$ cat config.mk
export PLATFORM = sky130hd
export DESIGN_NAME = divider_arbiter
export DESIGN_NICKNAME = d
export VERILOG_FILES = /design/src/rtl/divider_arbiter.sv
export SDC_FILE = /design/constraint.sdc
export NUM_CORES = 1
export LEC_CHECK = 0
export CORE_ASPECT_RATIO = 0.9
export CORE_MARGIN = 1
export CORE_UTILIZATION = 38
export CTS_CLUSTER_DIAMETER = 40
export CTS_CLUSTER_SIZE = 8
export DETAILED_ROUTE_END_ITERATION = 8
export GPL_ROUTABILITY_DRIVEN = 0
export PLACE_DENSITY = 0.88
export SYNTH_ARGS = -nofsm -noshare
export SYNTH_HDL_FRONTEND = slang
export SYNTH_SLANG_ARGS = --single-unit
$ cat constraint.sdc
create_clock -name clk -period 5.6 [get_ports clk]
set_input_delay 1.4 -clock clk [delete_from_list [all_inputs] [get_ports clk]]
set_output_delay 1.4 -clock clk [all_outputs]
set_load 0.05 [all_outputs]
$ cat src/rtl/divider_arbiter.sv
// Round-robin front end sharing one iterative divider between two requesters.
// Optional DIV_ZERO_CHECK_EN answers zero-denominator requests without the divider.
module divider_arbiter #(
    parameter int WIDTH  = 30,
    parameter int CYCLES = 30
) (
    input  logic             clk,
    input  logic             rst,
    input  logic             req0_valid,
    output logic             req0_ready,
    input  logic [WIDTH-1:0] req0_num,
    input  logic [WIDTH-1:0] req0_den,
    input  logic             req1_valid,
    output logic             req1_ready,
    input  logic [WIDTH-1:0] req1_num,
    input  logic [WIDTH-1:0] req1_den,
    output logic             rsp_valid,
    input  logic             rsp_ready,
    output logic             rsp_id,
    output logic [WIDTH-1:0] rsp_q,
    output logic [WIDTH-1:0] rsp_r,
    output logic             rsp_dz,
    output logic             div_rst,
    output logic             div_en,
    output logic [WIDTH-1:0] div_init,
    output logic [WIDTH-1:0] div_n,
    output logic [WIDTH-1:0] div_d,
    input  logic [WIDTH-1:0] div_q,
    input  logic [WIDTH-1:0] div_r
);

    typedef enum logic [1:0] {IDLE, LOAD, RUN, RESP} state_t;

    localparam logic [WIDTH-1:0] INIT = WIDTH'(CYCLES);
    localparam logic [WIDTH-1:0] ONE  = WIDTH'(1);

    state_t           state;
    state_t           state_nx;
    logic             last;
    logic [WIDTH-1:0] cnt;
    logic             g0;
    logic             g1;
    logic             grant;
    logic             gid;
    logic             dz_hit;
    logic [WIDTH-1:0] sel_num;
    logic [WIDTH-1:0] sel_den;

    // On a tie the requester not served last wins; last=1 favours req0.
    assign g0      = req0_valid & (~req1_valid | last);
    assign g1      = req1_valid & (~req0_valid | ~last);
    assign grant   = (state == IDLE) & ~rst & (g0 | g1);
    assign gid     = ~g0;
    assign sel_num = gid ? req1_num : req0_num;
    assign sel_den = gid ? req1_den : req0_den;
    assign div_init = INIT;

`ifdef DIV_ZERO_CHECK_EN
    assign dz_hit = (sel_den == '0);
`else
    assign dz_hit = 1'b0;
    assign rsp_dz = 1'b0;
`endif

    always_ff @(posedge clk or posedge rst) begin
        if (rst) begin
            state <= IDLE;
        end else begin
            state <= state_nx;
        end
    end

    always_comb begin
        state_nx   = state;
        req0_ready = 1'b0;
        req1_ready = 1'b0;
        div_en     = 1'b0;
        rsp_valid  = 1'b0;
        div_rst    = rst;
        unique case (state)
            IDLE: begin
                req0_ready = grant & g0;
                req1_ready = grant & g1;
                if (grant) begin
                    state_nx = dz_hit ? RESP : LOAD;
                end
            end
            LOAD: begin
                div_rst  = 1'b1;
                state_nx = RUN;
            end
            RUN: begin
                div_en = 1'b1;
                if (cnt == ONE) begin
                    state_nx = RESP;
                end
            end
            RESP: begin
                rsp_valid = 1'b1;
                if (rsp_ready) begin
                    state_nx = IDLE;
                end
            end
            default: state_nx = IDLE;
        endcase
    end

    always_ff @(posedge clk or posedge rst) begin
        if (rst) begin
            last   <= 1'b1;
            rsp_id <= 1'b0;
            rsp_q  <= '0;
            rsp_r  <= '0;
            div_n  <= '0;
            div_d  <= '0;
            cnt    <= '0;
`ifdef DIV_ZERO_CHECK_EN
            rsp_dz <= 1'b0;
`endif
        end else begin
            if (grant) begin
                last   <= gid;
                rsp_id <= gid;
`ifdef DIV_ZERO_CHECK_EN
                rsp_dz <= dz_hit;
                if (dz_hit) begin
                    rsp_q <= '1;
                    rsp_r <= sel_num;
                end else begin
                    div_n <= sel_num;
                    div_d <= sel_den;
                end
`else
                div_n <= sel_num;
                div_d <= sel_den;
`endif
            end
            if (state == LOAD) begin
                cnt <= INIT;
            end
            if (state == RUN) begin
                cnt <= cnt - ONE;
                // Sample on the last enabled cycle, while the divider holds its result.
                if (cnt == ONE) begin
                    rsp_q <= div_q;
                    rsp_r <= div_r;
                end
            end
        end
    end

endmodule

After elaboration in Yosys (flattened, before gate mapping):

Index checks and enable logic that the tools add are counted.

* bits in registers: 154
* bits of input ports: 185
* output and inout bits: 157
* word-level logic and storage cells: 47

* add/subtract/negate cells: 1
* equal/unequal tests: 7
* mux-type cells: 13
* bitwise gates (word level): 14
* reductions and logical operators: 4

Operator list (number)
* $mux 30: 4
* $eq 30x1->1 const B: 1
* $sub 30x1->30 const B: 1
* $pmux 2 s4: 1
* $and 1x1->1: 6
* $mux 2: 3
* $ne 2x2->1 const B: 3
* $mux 1: 5
* $not 1->1: 5
* $eq 2x2->1 const B: 2
* $or 1x1->1: 3
* $reduce_and 3->1: 1
* $eq 2x1->1 const B: 1
* $logic_not 2->1: 1
* $reduce_and 2->1: 1
* $reduce_bool 2->1: 1

Logic depth before layout (Yosys ltp):

* word-level depth: 7
* gate-level depth with buffers: 8
* depth with buffers taken out: 6

Worst setup path before layout:

No wires, ideal clock.

* path type: input -> output
* from: input port req1_valid
* to: output port req0_ready
* arrival: 2853 ps
* data required time: 4200 ps
* slack: 1347 ps
* cell stages on the path: 4
* path buffers: 1
* cell sequence: inv_1 -> o21ai_0 -> clkbuf_1 -> nor3b_1

* word-level cells in the longest chain between the ends: 7
* elaborated cells on any way between the ends: 8
* those cells by class: 1 x mux; 7 x bitwise

Ends and longest elaborated chain
* start, declared: RTL line 13 `input logic req1_valid,`
* $not 1->1: RTL line 50 `assign g0 = req0_valid & (~req1_valid | last);`
* $or 1x1->1: RTL line 50
* $and 1x1->1: RTL line 50
* $or 1x1->1: RTL line 52 `assign grant = (state == IDLE) & ~rst & (g0 | g1);`
* $and 1x1->1: RTL line 52
* $and 1x1->1 (*): RTL line 82 `req0_ready = grant & g0;`
* $mux 1 (*): RTL line 80 `unique case (state)`
* end, declared: RTL line 10 `output logic req0_ready,`

Mark *: on every way between the ends. The rest lies on a longest branch, timed or not.

Worst setup path after layout:

* from: input port rst
* to: output port req1_ready

* word-level cells in the longest chain between the ends: 5

Ends and longest elaborated chain
* start, declared: RTL line 8 `input logic rst,`
* $not 1->1: RTL line 52
* $and 1x1->1 (2 in a row): RTL line 52
* $and 1x1->1: RTL line 83 `req1_ready = grant & g1;`
* $mux 1: RTL line 80
* end, declared: RTL line 14 `output logic req1_ready,`

Every way passes these cells.

==> results.json <==
{
  "clk_pin_slew_ns": 0.07,
  "wl_per_cell_um": 16.6,
  "ant_nets": 0,
  "placed_area_mm2": 0.0106,
  "fin_util_pct": 58.0,
  "yosysSeqAreaShare_pct": 51.8,
  "critPathLaunchType": "primary input",
  "p_total_mw": 4.75,
  "vias": 5764,
  "async_reset_ff_share_pct": 100,
  "cts_tree": "yes",
  "ys.flop_type": "dfrtp_1",
  "ctsRootBufferMaster": "clkbuf_16",
  "grt_setup_unrepaired": "false",
  "outcome": "finished clean",
  "finalClockSkew_ns": 0.0124,
  "path_cells": "clkdlybuf4s50_1 -> nor2b_1 -> nand2_1 -> a21oi_1 -> clkdlybuf4s50_1",
  "netlist_instances": 631,
  "antenna_found_initial": 0,
  "cpPeakStageDelay_ns": 0.83,
  "io_buffers": 310,
  "setup.worst_path.class": "primary input to output pin",
  "cp_data_required_time_ns": 4.20,
  "ctsResizeCount": 0,
  "setup_ws_ns": 0.730,
  "synth_edf_count": 0,
  "cts_hold_buf": 0,
  "hold_violations": 0,
  "fin_crit_sh_pct": 87.0,
  "drive_gt1_share_pct": 11.5,
  "layout_common_cells": "310 x clkdlybuf4s50_1, 153 x dfrtp_1, 70 x nand2_1",
  "cts_made_buffers": 17,
  "preCtsSetupSlack_ns": 0.761,
  "synthDistinctLibCells": 46,
  "slew_headroom_pct": 22.3,
  "synth_area_mm2": 0.00744,
  "fmax_mhz": 205,
  "dpl.cell_count": 1159,
  "dieArea_mm2": 0.0201,
  "ir_drop_uv": 294,
  "layout_commonest_cell": "clkdlybuf4s50_1",
  "syn2layout_area_growth_pct": 49.5,
  "grt_pass1_vias": 5688,
  "synth_area_leaders": "dfrtp_1 51%, mux2_4 12%, mux2i_1 8.1%",
  "critPathCaptureType": "output pin",
  "critPathBufInv": 2,
  "grt_pass1_wl_um": 30300,
  "drtIter0Drc": 242,
  "setup_viol": 0,
  "synth_top_area_share_pct": 51.5,
  "cts_num_sinks": 154,
  "clkLatencyLatePin_ns": 0.42,
  "power_density_mw_per_mm2": 427,
  "p_leak_nw": 5.13,
  "fillers": 1565,
  "drv_cap": 0,
  "avgViaCountPerCell": 4.84,
  "drt_first_pass_iters": 4,
  "initial_core_util_pct": 38.8,
  "cts_buffer_depth": 2,
  "die_x_um": 149,
  "cts_setup_buffers": 0,
  "rows": 48,
  "tightest_slew_ns": 1.17,
  "n_antenna_cell": 0,
  "critPathSlowestCell": "clkdlybuf4s50_1",
  "fin_hold_ws_ns": 0.480,
  "drc_errors": 0,
  "cpMostUsedCell": "clkdlybuf4s50_1",
  "wirelength_um": 19800,
  "die_h_um": 135,
  "avgSynthCellArea_um2": 11.8,
  "slew_viol_final": 0,
  "htreeDepth": 4,
  "ios": 342,
  "core_mm2": 0.0192,
  "fin_nets": 1120,
  "yosysTopAreaCell": "dfrtp_1",
  "grt_usage_pct": 19.6,
  "arrival_ns": 3.47,
  "postLayoutCellArea_mm2": 0.0111,
  "synth_seq_cells": 154,
  "cp_top_family": "buffers and inverters",
  "layout.cells.non_filler": 1191,
  "path_max_fanout": 5,
  "grt-ovfl-total": 0,
  "synth_warnings": 0,
  "min_path_type": "flop to flop",
  "setup-tns-final_ns": 0,
  "dp_hpwl_um": 14600,
  "fin_crit_ns": 4.87,
  "grt_max_degree": 121
}
-- cells by family (layout without fill, tap and decap cells) --
group	count (synthesis)	count (layout)	share of synthesized area [%]
AO/OA/AOI/OAI	112	112	8.30
XOR/XNOR	9	9	1.06
adder cells (fa/ha/maj)	7	7	1.18
buffers and inverters	74	355	6.73
flip-flops	154	154	51.8
multiplexers	120	120	20.2
other	2	31	0.101
AND/OR/NAND/NOR	153	153	10.6
-- report_power, final --
part           switching (mW)  internal [mW]
Clock                   0.506          0.586
Sequential              0.153           1.36
Combinational            1.42          0.726
-- synthesized netlist by cell type, types with 2 or more instances --
| master | count |
|---|---|
| or4b_2 | 2 |
| clkbuf_1 | 21 |
| mux2i_1 | 60 |
| buf_12 | 6 |
| o41ai_1 | 2 |
| buf_1 | 6 |
| buf_4 | 31 |
| inv_1 | 8 |
| nor2_1 | 23 |
| conb_1 | 2 |
| nor3_1 | 4 |
| or3_1 | 9 |
| nor2b_1 | 3 |
| nand3_1 | 7 |
| dfrtp_1 | 153 |
| o21bai_1 | 2 |
| nor4_2 | 3 |
| and4_1 | 3 |
| nand2_1 | 70 |
| nand2b_1 | 2 |
| mux2_4 | 60 |
| o31ai_1 | 9 |
| a21oi_1 | 20 |
| nor4_1 | 2 |
| nor3b_1 | 2 |
| a211oi_1 | 2 |
| nand4b_1 | 2 |
| or4_1 | 10 |
| a31oi_1 | 3 |
| ha_1 | 7 |
| xor2_1 | 8 |
| nand4_1 | 5 |
| o21ai_0 | 71 |
-- worst reg2reg max path, delay by kind of cell, from the launching register on --
family	cells	cell delay, ns
buffers and inverters	1	0.10
and+or+nand+nor	3	2.08
AOI/OAI and AO/OA	1	0.15
DFF	1	0.42
adders and majority gates	1	0.58
-- layer usage --
| metal | GRT usage, % | wire length [um] | vias to the layer above |
|---|---|---|---|
| met5 | 0 | 0 | - |
| met4 | 4.88 | 248 | 0 |
| met3 | 5.47 | 1380 | 18 |
| met2 | 33.4 | 10100 | 189 |
| met1 | 24.3 | 8130 | 2800 |
| li1 | - | - | 2757 |
-- state kept, by name (all words and copies together) (netlist names) --
register and count:
cnt 30, div_d 30, div_n 30, last 1
rsp_id 1, rsp_q 30, rsp_r 30, state 2
-- final cells by class --
type	instances	area [um2]	area share, %
tap	250	313	2.81
sequential	154	3850	34.7
clock inverter	14	128	1.15
timing repair buffer	315	3140	28.3
inverter	8	35.0	0.315
clock buffer	18	429	3.86
multi-input combinational	432	3220	28.9
-- worst paths after layout --
check	start	to	slack [ns]	depth (start not counted)
setup / recovery	rst	req1_ready	0.73	5
hold / removal	div_n[25]	div_n[25]	0.48	2
setup reg to reg	state[0]	cnt[20]	2.19	6
hold reg to reg	div_n[25]	div_n[25]	0.48	2
max in group asynchronous	rst	cnt[14]	2.90	3
min in group asynchronous	rst	rsp_r[29]	1.73	2
No activity file was read; power rests on OpenSTA's default activity.
